==> config.mk <==
export PLATFORM = sky130hd
export DESIGN_NAME = pwm_generator_flat
export DESIGN_NICKNAME = d
export VERILOG_FILES = /design/src/rtl/pwm_generator_if.sv /design/src/rtl/pwm_generator.sv /design/src/flat_wrapper.sv
export SDC_FILE = /design/constraint.sdc
export NUM_CORES = 1
export LEC_CHECK = 0
export BUFFER_PORTS_ARGS = -buffer_cell sky130_fd_sc_hd__buf_2
export CAP_MARGIN = 30
export CELL_PAD_IN_SITES_DETAIL_PLACEMENT = 2
export CELL_PAD_IN_SITES_GLOBAL_PLACEMENT = 2
export CORE_ASPECT_RATIO = 2
export CORE_MARGIN = 8
export CORE_UTILIZATION = 33
export DETAILED_ROUTE_END_ITERATION = 8
export GPL_TIMING_DRIVEN = 0
export HOLD_SLACK_MARGIN = 0.06
export PLACE_DENSITY = 0.89
export SLEW_MARGIN = 0
export SYNTH_ARGS = -nofsm -noshare
export SYNTH_HDL_FRONTEND = slang
export SYNTH_SLANG_ARGS = --single-unit
==> constraint.sdc <==
create_clock -name clk -period 5.5 [get_ports clk]
set_input_delay 0.275 -clock clk [delete_from_list [all_inputs] [get_ports clk]]
set_output_delay 0.275 -clock clk [all_outputs]
set_load 0.02 [all_outputs]
==> src/rtl/pwm_generator_if.sv <==
// Register-file side bundle for pwm_generator: enables, mode selects and duty in,
// pin drives and period marker out.
interface pwm_generator_if;
  logic [7:0] en_reg_out_7_0;
  logic [7:0] en_reg_out_15_8;
  logic [7:0] en_reg_pwm_7_0;
  logic [7:0] en_reg_pwm_15_8;
  logic [7:0] pwm_duty_cycle;
  logic [7:0] out_7_0;
  logic [7:0] out_15_8;
  logic       period_start;

  modport master (
    output en_reg_out_7_0, en_reg_out_15_8, en_reg_pwm_7_0, en_reg_pwm_15_8,
           pwm_duty_cycle,
    input  out_7_0, out_15_8, period_start
  );

  modport slave (
    input  en_reg_out_7_0, en_reg_out_15_8, en_reg_pwm_7_0, en_reg_pwm_15_8,
           pwm_duty_cycle,
    output out_7_0, out_15_8, period_start
  );
endinterface

==> src/rtl/pwm_generator.sv <==
// 16-pin output driver: each pin forced low, forced high, or following one shared
// 8-bit PWM waveform built from a prescaled counter with a double-buffered duty.
module pwm_generator #(
  parameter int unsigned PRESCALE = 13
) (
  input  logic            clk,
  input  logic            rst_n,
  pwm_generator_if.slave  bus
);

  localparam int unsigned PW = (PRESCALE > 1) ? $clog2(PRESCALE) : 1;

  logic [PW-1:0] prescCnt_q, prescCnt_d;
  logic [7:0]    pwmCnt_q, pwmCnt_d;
  logic [7:0]    dutyAct_q, dutyAct_d;
  logic          periodStart_q, periodStart_d;
  logic [15:0]   out_q, out_d;

  logic        tick;
  logic        wrap;
  logic        pwmLevel;
  logic [15:0] enOut;
  logic [15:0] enPwm;

  assign enOut = {bus.en_reg_out_15_8, bus.en_reg_out_7_0};
  assign enPwm = {bus.en_reg_pwm_15_8, bus.en_reg_pwm_7_0};

  assign tick = (prescCnt_q == PW'(PRESCALE - 1));
  assign wrap = tick && (pwmCnt_q == 8'hFF);

  // Full scale is special-cased so 0xFF stays high through count 0xFF too.
  assign pwmLevel = (dutyAct_q == 8'hFF) ? 1'b1 : (pwmCnt_q < dutyAct_q);

  always_comb begin
    prescCnt_d    = tick ? '0 : prescCnt_q + PW'(1);
    pwmCnt_d      = tick ? pwmCnt_q + 8'd1 : pwmCnt_q;
    dutyAct_d     = wrap ? bus.pwm_duty_cycle : dutyAct_q;
    periodStart_d = wrap;
    out_d         = enOut & (~enPwm | {16{pwmLevel}});
  end

  always_ff @(posedge clk or posedge rst_n) begin
    if (rst_n) begin
      prescCnt_q    <= '0;
      pwmCnt_q      <= '0;
      dutyAct_q     <= '0;
      periodStart_q <= 1'b0;
      out_q         <= '0;
    end else begin
      prescCnt_q    <= prescCnt_d;
      pwmCnt_q      <= pwmCnt_d;
      dutyAct_q     <= dutyAct_d;
      periodStart_q <= periodStart_d;
      out_q         <= out_d;
    end
  end

  assign bus.out_7_0      = out_q[7:0];
  assign bus.out_15_8     = out_q[15:8];
  assign bus.period_start = periodStart_q;

endmodule

==> src/flat_wrapper.sv <==
// flat-port wrapper written by rule: the top's interface ports become plain ports
module pwm_generator_flat 
#(
  parameter int unsigned PRESCALE = 13
)
  (clk, rst_n, bus_en_reg_out_7_0, bus_en_reg_out_15_8, bus_en_reg_pwm_7_0, bus_en_reg_pwm_15_8, bus_pwm_duty_cycle, bus_out_7_0, bus_out_15_8, bus_period_start);
  pwm_generator_if bus_i ();
  input  logic clk;
  input  logic rst_n;
  input wire logic [$bits(bus_i.en_reg_out_7_0)-1:0] bus_en_reg_out_7_0;
  input wire logic [$bits(bus_i.en_reg_out_15_8)-1:0] bus_en_reg_out_15_8;
  input wire logic [$bits(bus_i.en_reg_pwm_7_0)-1:0] bus_en_reg_pwm_7_0;
  input wire logic [$bits(bus_i.en_reg_pwm_15_8)-1:0] bus_en_reg_pwm_15_8;
  input wire logic [$bits(bus_i.pwm_duty_cycle)-1:0] bus_pwm_duty_cycle;
  output wire logic [$bits(bus_i.out_7_0)-1:0] bus_out_7_0;
  output wire logic [$bits(bus_i.out_15_8)-1:0] bus_out_15_8;
  output wire logic [$bits(bus_i.period_start)-1:0] bus_period_start;
  assign bus_i.en_reg_out_7_0 = bus_en_reg_out_7_0;
  assign bus_i.en_reg_out_15_8 = bus_en_reg_out_15_8;
  assign bus_i.en_reg_pwm_7_0 = bus_en_reg_pwm_7_0;
  assign bus_i.en_reg_pwm_15_8 = bus_en_reg_pwm_15_8;
  assign bus_i.pwm_duty_cycle = bus_pwm_duty_cycle;
  assign bus_out_7_0 = bus_i.out_7_0;
  assign bus_out_15_8 = bus_i.out_15_8;
  assign bus_period_start = bus_i.period_start;
  pwm_generator #(.PRESCALE(PRESCALE)) u_core (.clk(clk), .rst_n(rst_n), .bus(bus_i));
endmodule
==> metrics.txt <==
number of synthesized register bits=37; Setup TNS Final=0 ps; xor/xnor share of the synthesized area=under 10%; synth warn=0; Port-buffer cells=58; critical path arrival=2330 ps; Place WS=between 3000 and 4000 ps; Synth-to-Final Area Change=27.3%; post-CTS setup buffers=0; vias in the first global route=1,530; total grt overflow=0; Least-Margin Pin Slew=768 ps; Worst Skew=10.5 ps; CP max FO=10; Static Leak=1.03 nW; Initial Util=34.0%; global-route wire length before repair=7.84 mm; Final Hold Fails=0; Max VDD drop=approximately 0.19 mV; Max Clk Rate=0.454 GHz; Mapped Avg Cell Area=about 13 µm²; DR vias=between 1k and 1.5k; sequential fraction of the synthesis area=between 50% and 60%; final setup margin=3300 ps; GRT Total Usage=13.9%; Final ANT Viol Nets=0; Slew Limit Fails=0; CTS sink count=37; Die X=65.8 µm; First DRT Iteration DRCs=9; adder-cell area share of the yosys netlist=under 10%; CP endpoint kind=flop; RSZ-0062 raised after global routing=no; fraction of layout cells with a size suffix above 1=between 40% and 50%; fill cell count=around 510; DR vias/cell=4.98; Synth Area in Compound Gates=a little over an eighth; Clk Latency, worst-skew pair=290 ps; Cell Area, Synth=roughly 0.0016 mm²; row count=36; Inserted Diodes=0; routability cong.=roughly 0.74; Final setup viols=0; initial antenna violation count=0; Synth cell types=24; crit start category=flop; Post-layout nets=between 200 and 250; pwr dens=254 mW/mm²; crit path kind=flop to flop; Placed Cells=238; largest net degree at the start of global routing=38; Slew HR=48.7%; MaxCap Viol Count=0; I/O pin count=between 50 and 60; status=finished, final reports clean; Non-Filler Instances=245; Die ar.=0.00762 mm²; clock slew at reported path FFs=80 ps; core area=just under 0.005 mm²; Root Buffer=clkbuf_8; Clock H-tree levels=2; Gate Count Post-Synth=roughly 120; Final Cycle Share=40.1%; drt wl/cell=19.8 µm; CTS tree=done; DRC=0; hold buffer count at cts=0; main combinational cell family by area after synthesis=compound AO/OA/AOI/OAI gates; mux share of post-synthesis cell area=approximately 6.2%; Max Root-Sink Buffers=2; Chip Height=116 µm; Req. time, crit path=5630 ps; Simple-Gate Fraction of Synth Area=8.24%; fin crit period=roughly 2200 ps; WL final=between 4 and 5 mm; syn nets=175; Num CTS Buffers=5; post-CTS sizing=0; Detail Placement HPWL=3.64 mm; first drt pass iteration count=2; HP Class=input pin to asynchronous set/reset pin
==> placed cells by master, fill, tap and decap left out, drive strengths merged, types with 3 or more instances in the layout <==
cell type  count
ha            10
clkbuf         7
xnor2          7
dfrtp         37
mux2           9
nand4          7
and3           3
nand2          3
a21boi        16
buf           60
nor2           5
inv           11
==> report_power, final <==
part	total, mW	switching, mW	internal [mW]
combinational	0.0496	0.0272	0.0223
sequential	0.286	0.00491	0.281
clock	0.194	0.0941	0.0994
total	0.529	0.126	0.403
==> worst max-delay path, stage by stage, from the launching register on <==
cell	delay, ps
dfrtp_1	460
ha_1	350
and4_1	200
o21ai_0	110
o32ai_2	530
buf_6	210
a21boi_0	180
==> logic make-up after synthesis <==
family | count (synthesis)
AOI/OAI and AO/OA | 26
and+or+nand+nor | 20
DFF | 37
muxes | 9
adders and majority gates | 10
xor gates and xnor gates | 8
buffers and inverters | 13
==> synth_stat cells (all sizes together) <==
| master | instances | share of area [%] |
|---|---|---|
| a2111oi | 1 | 1.7 |
| a21boi | 16 | 7.3 |
| a21o | 1 | 0.46 |
| a21oi | 2 | 0.61 |
| a41o | 1 | 0.61 |
| and3 | 3 | 1.5 |
| and4 | 1 | 0.53 |
| buf | 2 | 1.4 |
| dfrtp | 37 | 56 |
| ha | 10 | 7.6 |
| inv | 11 | 2.5 |
| mux2 | 9 | 6.2 |
| nand2 | 3 | 0.69 |
| nand2b | 1 | 0.84 |
| nand4 | 7 | 3.6 |
| nor2 | 5 | 1.1 |
| o21a | 1 | 0.46 |
| o21ai | 2 | 0.61 |
| o32ai | 1 | 0.99 |
| o41ai | 1 | 0.53 |
| xnor2 | 7 | 3.7 |
| xor2 | 1 | 0.53 |
==> registers in the layout, summed over array words and instances (netlist names) <==
register	cells
u_core.out_q	16
u_core.pwmCnt_q	8
u_core.dutyAct_q	8
u_core.prescCnt_q	4
u_core.bus.period_start	1
==> worst paths after layout <==
check                      slack [ps]  cells past startpoint              startpoint                    to
setup / recovery                 3300                      6      u_core.pwmCnt_q[6]      u_core.out_q[14]
hold / removal                    120                      2                   rst_n      u_core.out_q[12]
hold reg to reg                   490                      1    u_core.prescCnt_q[3]  u_core.prescCnt_q[3]
min in group clk                  150                      2  bus_en_reg_pwm_15_8[0]       u_core.out_q[8]
setup reg to reg                 3300                      6      u_core.pwmCnt_q[6]      u_core.out_q[14]
max in group asynchronous        4890                      2                   rst_n  u_core.prescCnt_q[3]
==> cell type report <==
cell class | instances | area [µm²] | share of cell area (%)
inverter | 11 | 41.3 | 1.98
sequential | 37 | 926 | 44.4
multi-input combinational | 73 | 649 | 31.1
buffer | 2 | 22.5 | 1.08
tap | 57 | 71.3 | 3.42
clock buffer | 7 | 86.3 | 4.14
timing repair buffer | 58 | 290 | 13.9
==> routing by layer <==
layer	GRT usage [%]	share of wire, %	vias to the layer above
li1	-	-	559
met1	11.2	29	614
met2	27.9	63	42
met3	5.03	7.5	4
met4	5.28	1.3	0
met5	0	0	-
==> stage by stage <==
stage	utilization, %	cell area (µm²)	power, mW	hold slack (ps)
after floorplan	-	1640	0.314	377
after global placement	41.5	2000	0.337	456
after detailed placement	41.5	2000	0.341	464
after CTS	43.3	2090	0.543	136
after global routing	43.3	2090	0.553	154
final	43.3	2090	0.529	119
Power figures use the tool's default switching activity.
